`src/rtl/timer_pkg.sv`:
```
// Shared encodings and helpers for the multi-channel delay timer.
// Holds mode/state encodings and the clogb2 width helper.
package timer_pkg;

  localparam logic [1:0] MODE_ONESHOT  = 2'b00;
  localparam logic [1:0] MODE_PERIODIC = 2'b01;
  localparam logic [1:0] MODE_TOGGLE   = 2'b10;

  typedef enum logic {
    ST_IDLE = 1'b0,
    ST_RUN  = 1'b1
  } state_t;

  // Bits needed to hold 0..value-1, never less than 1.
  function automatic int clogb2(input int value);
    int r;
    r = 0;
    for (int i = 0; i < 31; i++) begin
      if ((1 << i) < value) r = i + 1;
    end
    return (r < 1) ? 1 : r;
  endfunction

endpackage

```
`src/rtl/delay_channel.sv`:
```
// One timer channel: one-shot, periodic or toggle countdown in ticks.
// Ports: tick/start/stop/mode/dur in; busy, done (1-cycle), wave out.
module delay_channel
  import timer_pkg::*;
#(
  parameter int DUR_W = 16
) (
  input  logic             CLOCK_50,
  input  logic             aclr,
  input  logic             tick,
  input  logic             start,
  input  logic             stop,
  input  logic [1:0]       mode,
  input  logic [DUR_W-1:0] dur,
  output logic             busy,
  output logic             done,
  output logic             wave
);

  state_t           state, state_n;
  logic [DUR_W-1:0] count, count_n;
  logic [DUR_W-1:0] ldur, ldur_n;
  logic [1:0]       lmode, lmode_n;
  logic             wave_n, done_n;
  logic             start_ok;

  assign start_ok = start && (dur != '0);

  always_ff @(posedge CLOCK_50 or posedge aclr) begin
    if (aclr) begin
      state <= ST_IDLE;
      count <= '0;
      ldur  <= '0;
      lmode <= MODE_ONESHOT;
      wave  <= 1'b0;
      done  <= 1'b0;
    end else begin
      state <= state_n;
      count <= count_n;
      ldur  <= ldur_n;
      lmode <= lmode_n;
      wave  <= wave_n;
      done  <= done_n;
    end
  end

  // stop > start > expiry > decrement; only the expiry branch
  // can raise done or flip wave.
  always_comb begin
    state_n = state;
    count_n = count;
    ldur_n  = ldur;
    lmode_n = lmode;
    wave_n  = wave;
    done_n  = 1'b0;
    if (stop) begin
      state_n = ST_IDLE;
      wave_n  = 1'b0;
    end else if (start_ok) begin
      state_n = ST_RUN;
      count_n = dur;
      ldur_n  = dur;
      lmode_n = mode;
      wave_n  = 1'b0;
    end else if (start && state == ST_RUN) begin
      // zero-length restart acts as abort
      state_n = ST_IDLE;
      wave_n  = 1'b0;
    end else if (state == ST_RUN && tick) begin
      if (count == DUR_W'(1)) begin
        case (lmode)
          MODE_PERIODIC: begin
            done_n  = 1'b1;
            count_n = ldur;
          end
          MODE_TOGGLE: begin
            wave_n  = ~wave;
            count_n = ldur;
          end
          default: begin
            done_n  = 1'b1;
            state_n = ST_IDLE;
          end
        endcase
      end else begin
        count_n = count - 1'b1;
      end
    end
  end

  always_comb begin
    busy = (state == ST_RUN);
  end

endmodule

```
`src/rtl/tick_prescaler.sv`:
```
// Prescaler: divides CLOCK_50 down to a TICK_HZ tick strobe.
// Ports: CLOCK_50, aclr, enable in; tick out (high in last pc state).
module tick_prescaler
  import timer_pkg::*;
#(
  parameter int CLK_HZ  = 50_000_000,
  parameter int TICK_HZ = 1000
) (
  input  logic CLOCK_50,
  input  logic aclr,
  input  logic enable,
  output logic tick
);

  localparam int DIV  = CLK_HZ / TICK_HZ;
  localparam int PC_W = clogb2(DIV);
  localparam logic [PC_W-1:0] PC_MAX = PC_W'(DIV - 1);

  generate
    if (DIV < 1 || (CLK_HZ % TICK_HZ) != 0) begin : g_bad_div
      $error("tick_prescaler: CLK_HZ/TICK_HZ must be an integer >= 1");
    end
  endgenerate

  logic [PC_W-1:0] pc;

  always_ff @(posedge CLOCK_50 or posedge aclr) begin
    if (aclr) begin
      pc <= '0;
    end else if (enable) begin
      pc <= (pc == PC_MAX) ? '0 : pc + 1'b1;
    end
  end

  assign tick = enable && (pc == PC_MAX);

endmodule

```
`src/rtl/multi_delay_timer.sv`:
```
// Multi-channel programmable delay timer sharing one tick prescaler.
// Ports: CLOCK_50, aclr, enable, start/stop/mode/dur in; busy/done/wave/tick out.
module multi_delay_timer
  import timer_pkg::*;
#(
  parameter int CLK_HZ  = 50_000_000,
  parameter int TICK_HZ = 1000,
  parameter int N_CH    = 4,
  parameter int DUR_W   = 16
) (
  input  logic                   CLOCK_50,
  input  logic                   aclr,
  input  logic                   enable,
  input  logic [N_CH-1:0]        start,
  input  logic [N_CH-1:0]        stop,
  input  logic [2*N_CH-1:0]      mode,
  input  logic [DUR_W*N_CH-1:0]  dur,
  output logic [N_CH-1:0]        busy,
  output logic [N_CH-1:0]        done,
  output logic [N_CH-1:0]        wave,
  output logic                   tick
);

  generate
    if (N_CH < 1) begin : g_bad_nch
      $error("multi_delay_timer: N_CH must be >= 1");
    end
  endgenerate

  tick_prescaler #(
    .CLK_HZ  (CLK_HZ),
    .TICK_HZ (TICK_HZ)
  ) u_pre (
    .CLOCK_50 (CLOCK_50),
    .aclr     (aclr),
    .enable   (enable),
    .tick     (tick)
  );

  for (genvar i = 0; i < N_CH; i++) begin : g_ch
    delay_channel #(
      .DUR_W (DUR_W)
    ) u_ch (
      .CLOCK_50 (CLOCK_50),
      .aclr     (aclr),
      .tick     (tick),
      .start    (start[i]),
      .stop     (stop[i]),
      .mode     (mode[2*i+1:2*i]),
      .dur      (dur[DUR_W*i +: DUR_W]),
      .busy     (busy[i]),
      .done     (done[i]),
      .wave     (wave[i])
    );
  end

endmodule
```
`config.mk`:
```
export PLATFORM = sky130hd
export DESIGN_NAME = multi_delay_timer
export DESIGN_NICKNAME = d
export VERILOG_FILES = /design/src/rtl/timer_pkg.sv /design/src/rtl/delay_channel.sv /design/src/rtl/tick_prescaler.sv /design/src/rtl/multi_delay_timer.sv
export SDC_FILE = /design/constraint.sdc
export NUM_CORES = 1
export LEC_CHECK = 0
export CELL_PAD_IN_SITES_DETAIL_PLACEMENT = 1
export CELL_PAD_IN_SITES_GLOBAL_PLACEMENT = 2
export CORE_AREA = 2 2 124 216
export DETAILED_ROUTE_END_ITERATION = 8
export DIE_AREA = 0 0 126 218
export PLACE_DENSITY = 0.78
export RECOVER_POWER = 100
export SYNTH_ARGS = -nofsm -noshare
export SYNTH_HDL_FRONTEND = slang
export SYNTH_SLANG_ARGS = --single-unit
```
`constraint.sdc`:
```
create_clock -name CLOCK_50 -period 5.34 [get_ports CLOCK_50]
set_input_delay 0.534 -clock CLOCK_50 [delete_from_list [all_inputs] [get_ports CLOCK_50]]
set_output_delay 0.534 -clock CLOCK_50 [all_outputs]
set_load 0.02 [all_outputs]
```
Word level (Yosys, flattened, before mapping) --
Index checks and enable logic that the tools add are counted.
Storage, ports and cells: flip-flop bits (word level) 164
Operators by class: add/subtract/negate cells 5, eq/ne operators 25, muxes and demuxes 93, reduce and logical (&&, ||, !) cells 53, bitwise gates (word level) 8
Operators by type and width (count):
- 2-to-1 mux 16 bit | 21
- 2-to-1 mux 1 bit | 72
- == test 16 x 1 -> 1 bit, second input constant | 4
- nonzero test 16 bit | 4
- subtractor 16 x 1 -> 16 bit, second input constant | 4
- nonzero test 4 bit | 12
- AND reduction 3 bit | 8
- adder 16 x 1 -> 16 bit, second input constant | 1
- == test 16 bit, second input constant | 1
- inequality test 4 x 1 -> 1 bit, second input constant | 4
- AND reduction 4 bit | 4
- logical AND 1 bit | 13
- inequality test 3 x 2 -> 1 bit, second input constant | 4
- == test 2 x 1 -> 1 bit, second input constant | 4
- == test 2 bit, second input constant | 4
- inequality test 2 x 1 -> 1 bit, second input constant | 4
- inverter 1 bit | 8
- AND reduction 2 bit | 4
- nonzero test 2 bit | 4
- OR reduction 2 bit | 4

Depth between registers and ports, before layout --
Gate-level depths: netlist of the first run.
word-level depth 8, depth in mapped cells 9, mapped depth without buffers 7

By module --
Synthesis of the first run repeated with hierarchy kept, for this count alone.
Unflattened totals: cell total of the unflattened synthesis 971, area total of the unflattened synthesis 9701.8 um2
Modules (own cells, without submodules):
- delay_channel at g_ch[0].u_ch ... | cells each 223, times used 3, area each 2250.9 um2
- delay_channel at g_ch[3].u_ch | cells each 223, times used 1, area each 2133.3 um2
- tick_prescaler | cells each 79, times used 1, area each 815.8 um2

Worst setup path before layout of the first run --
Ideal clock, no wire load.
kind input to register, start input port enable, end register g_ch[2].u_ch.count[2], path slack 2769 ps, data required time 5215 ps, stages 9, arrival 2446 ps, buffers on the path 4, cell sequence clkbuf_1 > nand4_1 > or4_1 > buf_6 > a211oi_4 > or2_1 > buf_4 > buf_6 > mux2_4
On the way: longest elaborated chain between the ends 4
Ends and longest elaborated chain:
- start, declared | RTL line multi_delay_timer.sv:13 | input logic enable,
- logical AND 1 bit | RTL line tick_prescaler.sv:35 | assign tick = enable && (pc == PC_MAX);
- logical AND 1 bit | RTL line delay_channel.sv:69 | end else if (state == ST_RUN && tick) begin
- nonzero test 2 bit (no source line)
- AND reduction 4 bit (no source line)
- end signal, assigned | RTL line delay_channel.sv:39 | count <= count_n;
- end, declared | RTL line delay_channel.sv:21 | logic [DUR_W-1:0] count, count_n;
Every way passes these cells. A chain may end at the register's enable or synchronous reset.

Worst setup path after layout of the first run --
start input port enable, end output port tick
On the way: longest elaborated chain between the ends 1
Ends and longest elaborated chain:
- logical AND 1 bit | RTL line tick_prescaler.sv:35
- end, declared | RTL line multi_delay_timer.sv:21 | output logic tick
Every way passes these cells.

==> flow_summary.json, run 1 <==
{
  "result_of_the_run": "finished with violations",
  "failing_checks": "capacitance limit, slew limit",
  "drv_cap": 3,
  "final_layout_size_suffix_gt1_frac": 0.1317,
  "routed_wl_um": 27710,
  "post_layout_nonfiller_instances": 1353,
  "netlist_top_cells_count": "dfrtp_1, nor2_1, nand2_1",
  "setup_total_negative_slack_ns": 0,
  "cts.sinks": 164,
  "placed_cells_incl_taps": 1322,
  "synth_top_cell_by_area": "dfrtp_1",
  "grt_setup_unrepaired": "no",
  "setup.worst_path.end": "tick",
  "post_cts.repair.setup_buffers": 0,
  "yosysUniqueCellTypes": 74,
  "grt.total_usage": 0.2096,
  "rr_startpoint": "u_pre.pc[13]",
  "detail_route.drc_violations": 0,
  "maximum_clock_skew_at_final_layout_ns": 0.009788,
  "place.port_buffers": 95,
  "sequential_to_total_area_share_from_yosys_stat": 0.4362,
  "maxClockFrequency_ghz": 0.2400,
  "die_h_um": 218,
  "multi_input_comb_area_um2": 4855,
  "power_leakage_nw": 4.422,
  "peak_fanout_along_the_critical_path": 22,
  "finalPower_mw": 3.633,
  "async_reset_ff_frac": 1.000,
  "yosys.cell_count.top_type": "dfrtp_1",
  "fillerInstances": 2912,
  "post-route-period-util": 0.7804,
  "htree_levels": 4,
  "syn_nets": 1056,
  "synth.yosys.warnings": 0,
  "crit_path_end_kind": "output port",
  "total_vias_in_the_final_route": 7720,
  "ctsRootBufferMaster": "clkbuf_16",
  "floorplan.die_area_um2": 27470,
  "timing.reg2reg.worst_path_depth": 5,
  "design.core.area_um2": 25760,
  "seqCellArea_um2": 4104,
  "clkLatencyLatePin_ns": 0.45,
  "synth-edff-count": 0,
  "synth-seq-cells": 164,
  "layout.nets": 1117,
  "class_of_the_worst_hold_path": "flip-flop to flip-flop",
  "postSynthAreaPerCell_um2": 9.801,
  "cts_buffers": 17,
  "route.detailed.vias_per_inst": 5.706,
  "drt-wirelength-per-cell_um": 20.48,
  "antenna_cells": 0,
  "die_w_um": 126,
  "synthFlopType": "dfrtp_1",
  "crit_path_time_final_ns": 4.167,
  "effective_utilization_at_floorplan": 0.3652,
  "tightest_slew_ns": 1.826,
  "placement.cell_area_um2": 10560,
  "syn_to_final_growth_pct": 18.02,
  "tritoncts_clock_tree": "done",
  "cts_buffer_depth": 2,
  "postRouteAntennaNets": 0,
  "whs_path_depth": 1,
  "synth.area.top_cells": "dfrtp_1, mux2_2, nor2_1, nand2_1, a31oi_1",
  "netlist_area_um2": 9409,
  "timing.critical_path.from_type": "primary input",
  "timing.rr.end": "g_ch[2].u_ch.count[4]",
  "crit_path_start": "enable",
  "half_perimeter_wire_length_after_placement_um": 19210,
  "stdcell_area_um2": 11100,
  "gr_ovfl_total": 0,
  "grt_pass1_vias": 8347,
  "grt_start_max_net_pins": 165,
  "cts_hold_bufs": 0,
  "power.ir.vdd_worst_v": 0.0002392,
  "timing.critical_path.required_ns": 4.81,
  "wire_length_of_the_first_global_routing_pass_um": 45550,
  "rrSetupSlack_ns": 1.28,
  "io_pins": 96,
  "synth_top_area_share": 0.4362,
  "setup-violations-final": 0,
  "whs_ns": 0.4865,
  "power_density_nw_per_um2": 327.2,
  "crit_type": "primary input to output port",
  "antenna_found_initial": 0,
  "initialDrtViolationCount": 266,
  "report.final.hold_viol_count": 0,
  "worst_ep_arrival_time_ns": 3.63,
  "first_drt_pass_iteration_count": 4,
  "maxSlewViolCount": 85,
  "core.rowCount": 78,
  "gp_routability_congestion": 0.7815,
  "path_clk_slew_ns": 0.06,
  "number_of_gates_given_a_new_drive_strength_after_cts": 0,
  "maxSlewHeadroom": -0.2174,
  "syn-instance-count": 960
}
## logic make-up (layout without fill, tap and decap cells)
group | after synthesis | count (layout) | share of synthesized area
compound gates | 186 | 186 | 0.1459
xor+xnor | 55 | 55 | 0.05120
simple gates | 366 | 366 | 0.2019
fa+ha+maj | 13 | 13 | 0.01729
mux | 84 | 84 | 0.09960
flops | 164 | 164 | 0.4362
buf+inv | 92 | 165 | 0.04800
## report_power, final
part           internal, mW  total, mW  switching, mW
combinational         0.359      0.704          0.345
clock                 0.744       1.27          0.527
sequential             1.44       1.66          0.219
total                  2.54       3.63           1.09
## how the worst min path moves through the flow
stage                          startpoint                     to  slack (ns)
CTS                          u_pre.pc[15]           u_pre.pc[15]        0.49
floorplan                    u_pre.pc[15]           u_pre.pc[15]        0.45
detailed placement           u_pre.pc[15]           u_pre.pc[15]        0.48
global placement    g_ch[1].u_ch.ldur[11]  g_ch[1].u_ch.ldur[11]        0.48
finish                       u_pre.pc[15]           u_pre.pc[15]        0.49
global route        g_ch[3].u_ch.ldur[12]  g_ch[3].u_ch.ldur[12]        0.52
## flip-flops by register name, indices dropped and copies added, names as in the netlist
signal           cells
g_ch.u_ch.busy       4
g_ch.u_ch.done       4
u_pre.pc            16
g_ch.u_ch.lmode      8
g_ch.u_ch.count     64
g_ch.u_ch.ldur      64
g_ch.u_ch.wave       4
## per-stage QoR
stage / util / setup WS [ns]
2_1_floorplan: - / 0.3727
3_3_place_gp: 0.4099 / 1.527
3_5_place_dp: 0.4099 / 1.477
4_1_cts: 0.4330 / 1.600
5_1_grt: 0.4310 / 0.8479
6_report: 0.4310 / 1.173
## worst max-delay path: stages
cell	delay [ns]
dlygate4sd3_1	0.69
nand4_1	0.16
or4_1	0.76
clkinvlp_2	0.68
dlygate4sd3_1	0.79
## area by class of cell
class / count / area share
multi-input cells: 704 / 0.4372
well taps: 320 / 0.03606
inverters: 24 / 0.008338
repair buffers: 110 / 0.09521
clock buffers: 22 / 0.04451
clock inverters: 9 / 0.009127
flip-flops and latches: 164 / 0.3696
## per-layer routing
metal | global-route usage | vias up | share of wire
li1 | - | 3660 | -
met1 | 0.2338 | 3919 | 0.40
met2 | 0.3977 | 108 | 0.55
met3 | 0.03312 | 33 | 0.024
met4 | 0.07399 | 0 | 0.022
met5 | 0 | - | 0
## cell usage in the layout, fill, tap and decap left out, types with 24 or more instances in the layout
| master | n |
|---|---|
| nor2_1 | 93 |
| dfrtp_1 | 164 |
| a31oi_1 | 50 |
| nand3_1 | 25 |
| clkdlybuf4s50_1 | 76 |
| o21ai_0 | 26 |
| a211o_1 | 28 |
| mux2_2 | 73 |
| xor2_1 | 31 |
| nor3_1 | 33 |
| xnor2_1 | 24 |
| nor4_1 | 28 |
| nand2_1 | 88 |
Note: power is estimated with default switching activity, not from simulation.
==> run 2, diff against run 1 <==
clock period = 4.1 ns   (was 5.34 ns; I/O delays follow)
==> flow_summary.json, run 2 (synthesis gave the netlist of run 1 again) <==
{
  "postRouteAntennaNets": 0,
  "peak_fanout_along_the_critical_path": 22,
  "half_perimeter_wire_length_after_placement_um": 19750,
  "tritoncts_clock_tree": "done",
  "cts.sinks": 164,
  "power_leakage_nw": 4.525,
  "grt_start_max_net_pins": 74,
  "maxSlewHeadroom": -0.2815,
  "routed_wl_um": 27460,
  "clkLatencyLatePin_ns": 0.45,
  "worst_ep_arrival_time_ns": 3.08,
  "cp_common_cell": "or4_1",
  "drv_cap": 2,
  "max_incr_delay_on_cp_ns": 0.73,
  "path_clk_slew_ns": 0.07,
  "crit_path_time_final_ns": 3.495,
  "die_h_um": 218,
  "ctsRootBufferMaster": "clkbuf_16",
  "stdcell_area_um2": 11290,
  "class_of_the_worst_hold_path": "flip-flop to flip-flop",
  "worstPathCellList": "or4_1 -> or4_1 -> clkinv_4 -> dlygate4sd3_1",
  "htree_levels": 4,
  "core.rowCount": 78,
  "power_density_nw_per_um2": 441.0,
  "timing.critical_path.required_ns": 3.69,
  "place.port_buffers": 95,
  "gr_ovfl_total": 0,
  "layout.cells.most_common": "dfrtp_1",
  "timing.critical_path.from_type": "flip-flop",
  "first_drt_pass_iteration_count": 4,
  "effective_utilization_at_floorplan": 0.3652,
  "drt-wirelength-per-cell_um": 20.01,
  "initialDrtViolationCount": 280,
  "gp_routability_congestion": 0.8464,
  "crit_type": "flip-flop to output port",
  "final_layout_size_suffix_gt1_frac": 0.1388,
  "post_layout_nonfiller_instances": 1372,
  "syn_to_final_growth_pct": 20.03,
  "maxClockFrequency_ghz": 0.2862,
  "detail_route.drc_violations": 0,
  "die_w_um": 126,
  "multi_input_comb_area_um2": 4830,
  "grt.total_usage": 0.2074,
  "power.ir.vdd_worst_v": 0.0003145,
  "placed_cells_incl_taps": 1340,
  "post_cts.repair.setup_buffers": 0,
  "setup_total_negative_slack_ns": 0,
  "final_cell_mix": "dfrtp_1, nor2_1, nand2_1",
  "report.final.hold_viol_count": 0,
  "setup-violations-final": 0,
  "number_of_gates_given_a_new_drive_strength_after_cts": 0,
  "placement.cell_area_um2": 10710,
  "result_of_the_run": "finished with violations",
  "total_vias_in_the_final_route": 7792,
  "cts_buffer_depth": 2,
  "tightest_slew_ns": 1.922,
  "antenna_found_initial": 0,
  "failing_checks": "capacitance limit, slew limit",
  "cts_buffers": 17,
  "cts_hold_bufs": 0,
  "wire_length_of_the_first_global_routing_pass_um": 45170,
  "crit_path_end_kind": "output port",
  "critical-path-slowest-cell": "dlygate4sd3_1",
  "antenna_cells": 0,
  "maxSlewViolCount": 108,
  "io_pins": 96,
  "grt_setup_unrepaired": "no",
  "layout.nets": 1135,
  "floorplan.die_area_um2": 27470,
  "maximum_clock_skew_at_final_layout_ns": 0.008742,
  "seqCellArea_um2": 4104,
  "design.core.area_um2": 25760,
  "grt_pass1_vias": 8424,
  "post-route-period-util": 0.8523,
  "biggestRegsByFlops": "g_ch.u_ch.count: 64 flops, g_ch.u_ch.ldur: 64 flops, u_pre.pc: 16 flops",
  "fillerInstances": 2914,
  "route.detailed.vias_per_inst": 5.679
}
==> run 2: cell count changes in the layout (fill, tap and decap cells not counted), moves of 2 or more <==
cell,previous run,this run
buf_4,9,20
clkbuf_1,5,11
bufinv_16,2,7
clkbuf_8,5,1
clkinv_2,5,3
clkinvlp_4,1,3
==> run 2: worst max-delay path, delay by kind of cell, from the launching register on <==
kind	cells	cell delay, ns
DFF	1	0.40
and+or+nand+nor	2	1.23
buffers and inverters	2	0.99
==> run 2: layout make-up <==
class	instances	area share
clock inverter	14	0.02271
timing repair buffer	128	0.1034
sequential	164	0.3634
clock buffer	18	0.03889
multi-input combinational	704	0.4277
tap	320	0.03545
inverter	24	0.008531
==> run 2: where the power goes <==
group | internal, mW | leakage (nW) | total, mW | switching, mW
registers | 1.87 | 1.94 | 2.16 | 0.283
logic | 0.469 | 2.25 | 0.906 | 0.437
clock network | 1.22 | 0.332 | 1.92 | 0.701
==> run 2: stage by stage <==
stage	total power [mW]	worst slack (ns)	hold slack, ns	utilization
CTS	5.068	0.5170	0.3621	0.4426
finish	4.981	0.6055	0.4916	0.4383
detailed placement	3.117	0.5382	0.4732	0.4156
global placement	3.082	0.6273	0.4761	0.4156
floorplan	2.771	1.587	0.4453	-
global route	5.249	0.4935	0.5174	0.4383
==> run 2: per-layer routing <==
layer,vias to the layer above,routed length [um],GRT usage
met5,-,0,0
met1,3924,11090,0.2315
li1,3689,-,-
met3,47,730,0.03214
met2,132,14830,0.3869
met4,0,806,0.08718
==> run 2: worst paths after layout <==
path                              start                endpoint  slack [ns]  cells after the start
setup reg to reg           u_pre.pc[13]  g_ch[1].u_ch.count[13]        0.73                      6
hold reg to reg            u_pre.pc[15]            u_pre.pc[15]        0.49                      1
hold / removal             u_pre.pc[15]            u_pre.pc[15]        0.49                      1
max in group asynchronous          aclr   g_ch[2].u_ch.count[4]        1.09                      3
min in group asynchronous          aclr       g_ch[3].u_ch.wave        0.62                      2
setup / recovery           u_pre.pc[13]                    tick        0.61                      4
==> run 3, diff against run 2 <==
SKIP_LAST_GASP = 1   (was not set)
clock period = 3.6 ns   (was 4.1 ns; I/O delays follow)
==> flow_summary.json, run 3 (synthesis gave the netlist of run 1 again) <==
{
  "result_of_the_run": "finished with violations",
  "layout.cells.most_common": "dfrtp_1",
  "half_perimeter_wire_length_after_placement_um": 19910,
  "grt_setup_unrepaired": "no",
  "ctsRootBufferMaster": "clkbuf_16",
  "placement.cell_area_um2": 10780,
  "syn_to_final_growth_pct": 19.19,
  "floorplan.die_area_um2": 27470,
  "crit_path_time_final_ns": 3.330,
  "antenna_found_initial": 0,
  "power_density_nw_per_um2": 476.2,
  "setup_total_negative_slack_ns": 0,
  "grt.total_usage": 0.2088,
  "tritoncts_clock_tree": "done",
  "crit_path_start": "u_pre.pc[13]",
  "timing.critical_path.required_ns": 3.24,
  "crit_path_end_kind": "output port",
  "drt-wirelength-per-cell_um": 20.00,
  "first_drt_pass_iteration_count": 4,
  "total_vias_in_the_final_route": 7817,
  "min_from": "mode[2]",
  "drv_cap": 2,
  "io_pins": 96,
  "effective_utilization_at_floorplan": 0.3652,
  "power.ir.vdd_worst_v": 0.0003660,
  "power_leakage_nw": 4.496,
  "path_clk_slew_ns": 0.07,
  "failing_checks": "capacitance limit, slew limit",
  "crit_type": "flip-flop to output port",
  "gp_routability_congestion": 0.7892,
  "die_w_um": 126,
  "grt_start_max_net_pins": 51,
  "cts.sinks": 164,
  "routed_wl_um": 27550,
  "stdcell_area_um2": 11210,
  "post-route-period-util": 0.9250,
  "power.share.sequential": 0.460,
  "initialDrtViolationCount": 244,
  "maxClockFrequency_ghz": 0.3003,
  "core.rowCount": 78,
  "htree_levels": 4,
  "cts_hold_bufs": 0,
  "final_cell_mix": "dfrtp_1, nor2_1, nand2_1",
  "maximum_clock_skew_at_final_layout_ns": 0.01049,
  "clkLatencyLatePin_ns": 0.45,
  "cts_buffers": 17,
  "netSwitchingPower_mw": 1.627,
  "wire_length_of_the_first_global_routing_pass_um": 45510,
  "biggestRegsByFlops": "g_ch.u_ch.count: 64 flops, g_ch.u_ch.ldur: 64 flops, u_pre.pc: 16 flops",
  "report.final.hold_viol_count": 0,
  "cts_buffer_depth": 2,
  "intPower_mw": 3.713,
  "number_of_gates_given_a_new_drive_strength_after_cts": 0,
  "maxSlewViolCount": 72,
  "place.port_buffers": 95,
  "gr_ovfl_total": 0,
  "final_layout_size_suffix_gt1_frac": 0.1399,
  "worst_ep_arrival_time_ns": 2.97,
  "setup-violations-final": 0,
  "layout.nets": 1141,
  "timing.critical_path.from_type": "flip-flop",
  "detail_route.drc_violations": 0,
  "power_frac_clock": 0.344,
  "antenna_cells": 0,
  "design.core.area_um2": 25760,
  "share_of_total_power_in_combinational_logic": 0.196,
  "post_cts.repair.setup_buffers": 0,
  "postRouteAntennaNets": 0,
  "route.detailed.vias_per_inst": 5.673,
  "peak_fanout_along_the_critical_path": 10,
  "switching_share": 0.3047,
  "grt_pass1_vias": 8567,
  "whs_ns": 0.4755,
  "class_of_the_worst_hold_path": "primary input to flip-flop",
  "die_h_um": 218,
  "maxSlewHeadroom": -0.1786,
  "tightest_slew_ns": 1.758,
  "rr_startpoint": "u_pre.pc[13]"
}
## run 3: per-stage QoR
stage / utilization / power (mW) / setup slack [ns] / instances
floorplan: - / 3.156 / 1.087 / 960
global placement: 0.4183 / 3.521 / 0.3504 / 1346
detailed placement: 0.4183 / 3.563 / 0.2835 / 1346
CTS: 0.4408 / 5.444 / 0.1987 / 1378
global route: 0.4353 / 5.655 / 0.1340 / 1378
finish: 0.4353 / 5.340 / 0.2700 / 1378
## run 3: layout make-up
cell class | count | area (um^2)
Clock buffer | 20 | 446.7
Inverter | 24 | 96.34
Multi-Input combinational cell | 704 | 4830
Tap cell | 320 | 400.4
Fill cell | 2956 | 14550
Timing Repair Buffer | 134 | 1206
Clock inverter | 12 | 131.4
Sequential cell | 164 | 4104
## run 3: power groups by stage
stage                     combinational (mW)  clock (mW)  sequential (mW)
after floorplan                        0.785           0             2.37
after global placement                  1.04           0             2.48
after detailed placement                1.08           0             2.49
after CTS                               1.08        1.90             2.46
after global routing                    1.17        1.97             2.51
final                                   1.05        1.84             2.46
## run 3: worst paths after layout
kind                                         endpoint  slack (ns)  depth (start not counted)
min in group asynchronous       g_ch[3].u_ch.ldur[14]        0.81                          2
worst max-delay path                             tick        0.27                          4
max in group asynchronous        g_ch[0].u_ch.ldur[8]        0.69                          3
worst max register to register      g_ch[1].u_ch.wave        0.40                          7
worst min register to register           u_pre.pc[10]        0.49                          1
worst min-delay path            g_ch[1].u_ch.lmode[0]        0.48                          3
## run 3: per-layer routing
metal	global-route usage	routed length [um]
met5	0	0
met2	0.3801	14690
met1	0.2384	11260
met4	0.09267	925
met3	0.03312	675
## run 3: worst max-delay path, cell delays in order, from the launching register on
cell and delay, ns:
dfrtp_1 0.41, or4_1 0.52, or4_1 0.69, clkinv_4 0.20, dlygate4sd3_1 0.70
